## src/rtl/fetch_sequencer.sv

```systemverilog
// rtl/fetch_sequencer.sv - program sequencer for a 16x16 instruction ROM (optional feature macro: FETCH_SEQ_BRANCH_EN)
module fetch_sequencer #(
    parameter logic [3:0] RESET_PC = 4'd0
) (
    input  logic        clk,
    input  logic        rst,
    input  logic        run,
    output logic [3:0]  rom_addr,
    input  logic [15:0] rom_inst,
    output logic [15:0] inst_out,
    output logic        inst_valid,
    input  logic        inst_ready,
    input  logic        zero_flag,
    input  logic        flag_valid,
    output logic [3:0]  pc,
    output logic        halted
);

    typedef enum logic [2:0] {
        S_IDLE,
        S_FETCH,
        S_DECODE,
        S_ISSUE,
        S_WAIT_FLAG,
        S_HALTED
    } state_t;

    localparam logic [3:0] OP_JMP  = 4'b1100;
    localparam logic [3:0] OP_BR   = 4'b1101;
    localparam logic [3:0] OP_HALT = 4'b1110;

    state_t      state;
    logic [15:0] ir;
    logic [3:0]  opcode;
    logic [3:0]  target;
    logic [3:0]  pc_inc;

    // The ROM is addressed straight from the PC and the IR is what the decoder sees
    assign rom_addr = pc;
    assign inst_out = ir;
    assign opcode   = ir[15:12];
    assign target   = ir[3:0];
    assign pc_inc   = pc + 4'd1;

`ifndef FETCH_SEQ_BRANCH_EN
    // Flag inputs have no consumer when branches are issued as ordinary opcodes
    logic unused_flags;
    assign unused_flags = zero_flag ^ flag_valid ^ (opcode == OP_BR);
`endif

    // Sequencer FSM with registered handshake and halt outputs
    always_ff @(posedge clk) begin
        if (rst) begin
            state      <= S_IDLE;
            pc         <= RESET_PC;
            ir         <= 16'h0000;
            inst_valid <= 1'b0;
            halted     <= 1'b0;
        end else begin
            case (state)
                S_IDLE: begin
                    if (run) begin
                        state <= S_FETCH;
                    end
                end
                S_FETCH: begin
                    ir    <= rom_inst;
                    state <= S_DECODE;
                end
                S_DECODE: begin
                    if (opcode == OP_JMP) begin
                        pc    <= target;
                        state <= S_FETCH;
`ifdef FETCH_SEQ_BRANCH_EN
                    end else if (opcode == OP_BR) begin
                        state <= S_WAIT_FLAG;
`endif
                    end else if (opcode == OP_HALT) begin
                        halted <= 1'b1;
                        state  <= S_HALTED;
                    end else begin
                        inst_valid <= 1'b1;
                        state      <= S_ISSUE;
                    end
                end
                S_ISSUE: begin
                    if (inst_ready) begin
                        inst_valid <= 1'b0;
                        pc         <= pc_inc;
                        state      <= S_FETCH;
                    end
                end
`ifdef FETCH_SEQ_BRANCH_EN
                S_WAIT_FLAG: begin
                    if (flag_valid) begin
                        pc    <= zero_flag ? target : pc_inc;
                        state <= S_FETCH;
                    end
                end
`endif
                S_HALTED: begin
                    state <= S_HALTED;
                end
                default: begin
                    state <= S_IDLE;
                end
            endcase
        end
    end

endmodule

```

## config.mk

```make
export PLATFORM = sky130hd
export DESIGN_NAME = fetch_sequencer
export DESIGN_NICKNAME = d
export VERILOG_FILES = /design/src/rtl/fetch_sequencer.sv
export SDC_FILE = /design/constraint.sdc
export NUM_CORES = 1
export LEC_CHECK = 0
export CORE_UTILIZATION = 43
export DETAILED_ROUTE_END_ITERATION = 12
export HOLD_SLACK_MARGIN = 0.02
export PLACE_DENSITY = 0.83
export SYNTH_ARGS = -nofsm -noshare
export SYNTH_HDL_FRONTEND = slang
export SYNTH_SLANG_ARGS = --single-unit
```

## constraint.sdc

```tcl
create_clock -name clk -period 3.2 [get_ports clk]
set_input_delay 0.32 -clock clk [delete_from_list [all_inputs] [get_ports clk]]
set_output_delay 0.32 -clock clk [all_outputs]
set_load 0.02 [all_outputs]
```

# ---- After elaboration in Yosys (flattened, before gate mapping)
# Index checks and enable logic that the tools add are counted.
dict set report totals {
  ff_bits 25
  latchBits 0
  ramBits 0
  mem_bits_ro 0
  word_cells 36
  mem_count 0
}
dict set report classes {
  add_sub_neg 1
  multipliers 0
  n_div 0
  order_cmp 0
  n_eq_ne 11
  shifts 0
  n_mux 12
  bitwise_logic 1
  reduce_logical 6
}
# operator n
set op_table {}
lappend op_table {{$pmux 3 s5} 1}
lappend op_table {{$mux 3} 4}
lappend op_table {{$ne 2x2->1 const B} 5}
lappend op_table {{$eq 4x4->1 const B} 2}
lappend op_table {{$mux 4} 2}
lappend op_table {{$pmux 4 s2} 1}
lappend op_table {{$eq 3x2->1 const B} 2}
lappend op_table {{$reduce_and 3->1} 2}
lappend op_table {{$add 4x1->4 const B} 1}
lappend op_table {{$reduce_and 4->1} 1}
lappend op_table {{$eq 3x1->1 const B} 1}
lappend op_table {{$eq 3x3->1 const B} 1}
lappend op_table {{$logic_not 3->1} 1}
lappend op_table {{$mux 1} 3}
lappend op_table {{$pmux 1 s2} 1}
lappend op_table {{$reduce_and 2->1} 1}
lappend op_table {{$reduce_bool 2->1} 1}
lappend op_table {{$not 1->1} 1}

# ---- Longest topological paths before layout
dict set report logic_depth {
  word_depth 4
  mapped_depth 6
  depth_no_buf 4
}

# ---- Worst setup path before layout
# No wires, ideal clock.
dict set report synth_path {
  kind {register -> register}
  from {register pc[0]}
  to {register pc[1]}
  setup_ns 0.132
  arrival_ns 1.138
  t_required_ns 3.068
  setup_slack_ns 1.929
  stages_incl_launch_ff 5
  n_path_buf 0
  path_cell_list {dfxtp_1 -> ha_1 -> mux2_2 -> o21ai_0 -> a21oi_1}
}
dict set report synth_via {
  elab_chain_len 3
}
# item line_no
set synth_rtl {}
lappend synth_rtl {{start, declared} 15} ;# output logic [3:0] pc,
lappend synth_rtl {{start signal, assigned} 72} ;# pc <= target;
lappend synth_rtl {{start signal, assigned} 89} ;# pc <= pc_inc;
lappend synth_rtl {{$add 4x1->4} 43} ;# assign pc_inc = pc + 4'd1;
lappend synth_rtl {{$mux 4} 87} ;# if (inst_ready) begin
lappend synth_rtl {{$pmux 4 s2} 60} ;# case (state)
# No other way between the ends. The select of a mux whose other input is x is not followed.
# A chain may end at the register's enable or synchronous reset.

# ---- Worst setup path in the final report
dict set report layout_path {
  from {register pc[0]}
  to {output pc[0]}
}
# No word-level cell between the ends.

==> results by group <==
Worst setup path
  • Critical path's top delay family: buffers and inverters
  • Crit. Startpoint: pc[0]$_SDFFE_PP0P_
  • Worst Setup EP: pc[0]
  • Crit-path max cell delay: 0.65 ns
  • Kind of critical path: reg2out
  • CP cell instances: clkdlybuf4s50_1
  • FF-to-FF path depth: 4
  • CP endpoint kind: output pin
  • Crit path depth: 1
  • Reg2Reg Capture Point: inst_out[6]$_SDFFE_PP0N_
  • Critical path peak fanout: 6
  • Critical Path Slowest Stage Cell: clkdlybuf4s50_1
  • CP arrival: between 1 and 1.5 ns
  • Reg-to-reg setup timing slack: between 1.5 and 2 ns
  • CP bufs+invs: 1
  • CP Launch Type: flop
  • Worst r2r src: state[1]$_SDFFE_PP0P_
  • Required time of the critical path: 2.88 ns

STA
  • Final Hold Viols: 0
  • Fin crit period: around 1.7 ns
  • Worst Clk Skew: about 0.0022 ns
  • Setup WS post-layout: between 1 and 1.5 ns
  • Max_slew headroom: 0.659
  • Final period utilization: 0.544
  • RSZ-0062 raised after global routing: no
  • Peak Freq: approximately 570 MHz
  • Setup tns final: 0 ns
  • Least-Margin Pin Slew: 0.512 ns
  • Number of setup violations in the final report: 0
  • Slew Limit Fails: 0

Route
  • Initial drt markers: 9
  • DR vias: ~1.0k
  • DR vias/cell: a little over 5
  • WL final: roughly 2400 um
  • DR pass1 iterations: 4
  • Routed len/inst: ~12 um
  • Detail Route Antenna Nets: 0
  • DR DRC count: 0

Outcome
  • Status: finished, final reports clean

Place
  • Placed Cells: 190
  • DP Wirelength: approximately 1800 um
  • Pre-CTS WS: 1.46 ns
  • Gpl congestion: 0.772
  • Port buffer count: 45
  • Placed cell area: approximately 0.0015 mm2

Cells and area
  • Layout fillers: between 200 and 250
  • Layout area overhead: 43.9%
  • Diode count: 0
  • Layout Nets: 190
  • Final core utilization: 0.665
  • Non-filler cells, final: approximately 190
  • Fraction of layout cells with a size suffix above 1: 0.0602
  • Finished Cell Area: between 0.0015 and 0.002 mm2

Floorplan
  • Initial Utilization: 0.462
  • Die Area: around 0.0026 mm2
  • DIE WIDTH: just over 50 um
  • Die Height: 51.2 um
  • IO Count: 48
  • Num rows: 17
  • Core area: between 0.002 and 0.0025 mm2

Power
  • Worst ir drop on vdd: around 0.00039 V
  • Power per cell area: between 300 and 400 mW/mm2
  • Leakage: 0.527 nW

Logic synthesis
  • Synth top area cells: dfxtp_1 48%, nand2_1 13%, a21oi_1 11%, buf_4 2.9%, nand3_1 1.9%
  • Cell with the most instances after synthesis: nand2_1
  • Cell Area, Synth: around 0.0010 mm2
  • EDFF count, synth: 0
  • Mapped Nets: between 100 and 150
  • Fraction of registers with async set or reset after synthesis: 0
  • Yosys warnings: 0
  • Post-synth cell types: 31
  • Prevailing post-synth register cell: dfxtp_1
  • Synth top cells by count: 35 x nand2_1, 25 x dfxtp_1, 23 x a21oi_1
  • Mapped Avg Cell Area: approximately 8.3 um2
  • Yosys reg bits: 25
  • Top cell type's share of synthesized area: 0.480
  • Gate Count Post-Synth: 126
  • Biggest area consumer among synthesized cells: dfxtp_1
  • Register area share after synthesis: 0.480

Flow run
  • Max-cap violations: 0

CTS
  • CTS resizes: 0
  • Clk sinks: 25
  • Setup Buffers After CTS: 0
  • Clk root buf: clkbuf_4
  • CTS tree: yes
  • Total CTS buffers: 3
  • Worst-path clk slew: about 0.13 ns
  • Maximum root-to-sink buffer count: 2
  • Clock latency on the worst-skew pair: approximately 0.32 ns
  • Post-CTS Hold Buffers: 0
  • H-Tree Depth: 1

Hold path
  • Worst min path class: reg2reg

Global routing
  • Largest net degree at the start of global routing: 17
  • Initial antenna violation count: 0
  • First-pass GRT wire length: between 4000 and 5000 um
  • Vias in the first global route: roughly 960
  • GRT Overall Usage: 0.203
  • GRT overflow: 0
==> state kept, by name (all words and copies together), names as in the netlist <==
| name | cells |
|---|---|
| halted | 1 |
| state | 3 |
| pc | 4 |
| inst_valid | 1 |
| inst_out | 16 |
==> power by group <==
group / internal [W] / switching [W] / leakage, nW
clock: 0.0000469 / 0.0000951 / 0.0177
combinational: 0.0000591 / 0.0000556 / 0.306
sequential: 0.000327 / 0.0000140 / 0.204
total: 0.000433 / 0.000165 / 0.527
==> worst min path at each step <==
stage	start	endpoint	slack (ns)	cells after the start
final	halted$_SDFFE_PP0P_	halted$_SDFFE_PP0P_	0.46	2
after global routing	halted$_SDFFE_PP0P_	halted$_SDFFE_PP0P_	0.48	2
after CTS	halted$_SDFFE_PP0P_	halted$_SDFFE_PP0P_	0.46	2
after detailed placement	halted$_SDFFE_PP0P_	halted$_SDFFE_PP0P_	0.44	2
after global placement	halted$_SDFFE_PP0P_	halted$_SDFFE_PP0P_	0.43	2
after floorplan	rom_inst[0]	inst_out[0]$_SDFFE_PP0N_	0.46	2
==> area by class of cell <==
cell class / instances / area, um2 / share of cell area
sequential: 25 / 500 / 0.334
multi-input combinational: 87 / 464 / 0.309
timing repair buffer: 46 / 458 / 0.305
tap: 28 / 35.0 / 0.0234
clock buffer: 3 / 22.5 / 0.0150
inverter: 4 / 15.0 / 0.0100
clock inverter: 1 / 5.00 / 0.00334
==> metal layers <==
layer	global-route usage	vias to the layer above	share of wire
li1	-	504	-
met1	0.210	461	0.41
met2	0.375	33	0.51
met3	0.0863	2	0.071
met4	0.0495	0	0.0046
met5	0	-	0
==> metrics by stage <==
step / power (W) / hold slack, ns
6_report: 0.000598 / 0.458
5_1_grt: 0.000625 / 0.485
4_1_cts: 0.000600 / 0.462
3_5_place_dp: 0.000463 / 0.440
3_3_place_gp: 0.000459 / 0.435
2_1_floorplan: 0.000406 / 0.456
==> cells by family after synthesis <==
kind of cell | after synthesis | synth area share
simple gates | 53 | 0.249
compound gates | 32 | 0.174
flops | 25 | 0.480
buf+inv | 14 | 0.0744
mux | 1 | 0.0108
fa+ha+maj | 1 | 0.0120
==> placed cells by master, fill, tap and decap left out, drive strengths merged, types with 2 or more instances in the layout <==
| cell type | count |
|---|---|
| a31oi | 2 |
| a21oi | 23 |
| clkdlybuf4s50 | 45 |
| a2bb2oi | 2 |
| nand3b | 2 |
| o21ai | 2 |
| dfxtp | 25 |
| inv | 4 |
| clkbuf | 3 |
| nand2 | 35 |
| nand3 | 4 |
| nor2 | 3 |
==> worst register-to-register path, stage by stage (launching register included) <==
cell and delay (ns):
dfxtp_1 0.46, nand2b_2 0.21, or2_1 0.44, nand2_1 0.13
a21oi_1 0.17
(Power assumes the default switching activity.)
==> RTL edit, RTL diff (same settings) <==
Build with the macro `FETCH_SEQ_BRANCH_EN` defined.
--- a/src/rtl/fetch_sequencer.sv
+++ b/src/rtl/fetch_sequencer.sv
@@ -1,2 +1,4 @@
 // rtl/fetch_sequencer.sv - program sequencer for a 16x16 instruction ROM (optional feature macro: FETCH_SEQ_BRANCH_EN)
+`define FETCH_SEQ_BRANCH_EN
+
 module fetch_sequencer #(
Behaviour: not the same (Yosys sat finds a counterexample within 4 cycles, from zero or initial values and one cycle with rst high).
==> RTL edit against the original RTL <==
- wire length is 15% higher
- worst setup slack worse by 0.17 ns
- count of clock-buffer cells in the layout stayed put
- sequential cell count stayed put
- cell count is 13% higher
- area after synthesis is 16% higher
- design area is 12% higher
- highest routed layer unchanged
- worst hold slack better by 0.0090 ns
- utilization is 1.4 points lower
- non-clock buffer count is 2 higher
Power is not compared: it rests on default switching activity, and its combinational part moved more than twofold at a synthesized area within 25%.
==> RTL edit: results (changes against the original RTL) <==
[outcome]
outcome=completed

[clock_tree]
cts_inserted_buffers=3  ; unchanged
clkLatencyLatePin_ns=0.31
cts.clk_slew.worst_paths_ns=0.13  ; about the same
cts_buffer_depth=2  ; unchanged
cts-root-buf=clkbuf_4
htree_levels=1  ; unchanged

[global_route]
grt_pass1_vias=1029  ; +7.1%
use_met1=0.263  ; +0.0534
grt_usage=0.209  ; +0.00622
grtUsageMet2=0.347  ; -0.0276
met3_usage=0.0574  ; -0.0289
antenna_found_initial=0  ; unchanged
grt_pass1_wl_um=4510  ; +13%

[placement]
gp_congestion=0.846  ; +9.5%
pre_cts_ws_ns=1.30  ; -0.161 ns
hpwlAfterDp_um=2100  ; +18%
place_area_mm2=0.00165  ; +12%
portBuffers=47  ; +4.4%
dp_cells=215  ; +13%

[synth]
synthTopCellsByCount=nand2_1 (37), dfxtp_1 (25), a21oi_1 (23)
avgSynthCellArea_um2=8.06  ; -2.6%
syn_area_mm2=0.00121  ; +16%
synth_compound_area_frac=0.176  ; +0.00191
synthesis.nets=173  ; +16%
muxShareOfSynthArea=0.0259  ; +0.0151
synthAdderAreaFrac=0.0104  ; -0.00165
ys_seq_area_frac=0.414  ; -0.0661
netlist-cell-type-count=35  ; +13%
synth_top_flop_cell=dfxtp_1
async_flop_share=0  ; unchanged
synth_xor_area_frac=0.00725  ; +0.00725
synthTopCellsByArea=dfxtp_1 (41%), nand2_1 (11%), a21oi_1 (9.5%)

[layout]
layout-drive-gt1-share=0.0688  ; +0.00854
largest_reg_flops=16  ; unchanged
nets=213  ; +12%
fill_cells=242  ; +16%
n_antenna_cell=0  ; unchanged
multi_input_area_um2=626  ; +35%

[timing]
worstMarginPinSlew_ns=0.929  ; +0.417 ns
skew_ns=0.00135  ; -0.000826 ns
finalCritPeriodShare=0.597  ; +0.0533

[worst_setup_path]
regToRegSetupSlack_ns=1.29  ; -0.44 ns
crit_start=state[0]
cp-endpoint=inst_out[10]
cp_max_fo=16  ; +10
worstPathArrival_ns=2.16  ; +0.74 ns
rr_worst_depth=4  ; unchanged

[detailed_routing]
detail_route.vias_per_cell=5.43  ; +5.3%
wl_met3_um=219  ; +28%
wl_met2_um=1300  ; +5.7%
wl_per_cell_um=12.6  ; +2.2%
drt_iter0_drc=21  ; +12
m1WireLength_um=1210  ; +23%
vias=1189  ; +19%
dr.pass1.iters=4  ; unchanged

[worst_hold_path]
hp-class=flop to flop

[power_and_ir_drop]
p_int_uw=654
leakagePower_nw=0.586

[RTL edit: changes by cell type in the layout (fill, tap and decap cells not counted), moves of 3 or more]
| cell | before | now |
|---|---|---|
| nor2_1 | 2 | 8 |
| a21o_1 | 0 | 3 |
| or3_1 | 0 | 3 |
| nand2b_1 | 0 | 3 |
| inv_1 | 4 | 1 |
| nor3_1 | 1 | 5 |
[RTL edit: cell type report]
class / instances / area share
Clock buffer: 3 / 0.0135
Clock inverter: 1 / 0.00299
Inverter: 1 / 0.00224
Multi-Input combinational cell: 111 / 0.374
Sequential cell: 25 / 0.299
Tap cell: 30 / 0.0224
Timing Repair Buffer: 48 / 0.286
[RTL edit: worst max-delay path, stage by stage, from the launching register on]
cell,delay (ns)
dfxtp_1,0.64
nand2b_1,0.18
nor2_1,0.74
nand2_1,0.14
a21oi_1,0.16
[RTL edit: worst min path at each step]
| stage | startpoint | end | slack [ns] |
|---|---|---|---|
| 2_1_floorplan | rom_inst[10] | inst_out[10] | 0.46 |
| 3_3_place_gp | inst_out[8] | inst_out[8] | 0.44 |
| 3_5_place_dp | inst_out[11] | inst_out[11] | 0.45 |
| 4_1_cts | inst_out[5] | inst_out[5] | 0.47 |
| 5_1_grt | inst_out[10] | inst_out[10] | 0.48 |
| 6_report | inst_out[7] | inst_out[7] | 0.47 |
[RTL edit: power by group through the flow]
stage          registers [mW]  clock network [mW]  logic, mW
6_report                0.470               0.138      0.486
5_1_grt                 0.483               0.153      0.537
4_1_cts                 0.470               0.142      0.491
3_5_place_dp            0.475                   0      0.490
3_3_place_gp            0.474                   0      0.476
2_1_floorplan           0.509                   0      0.288
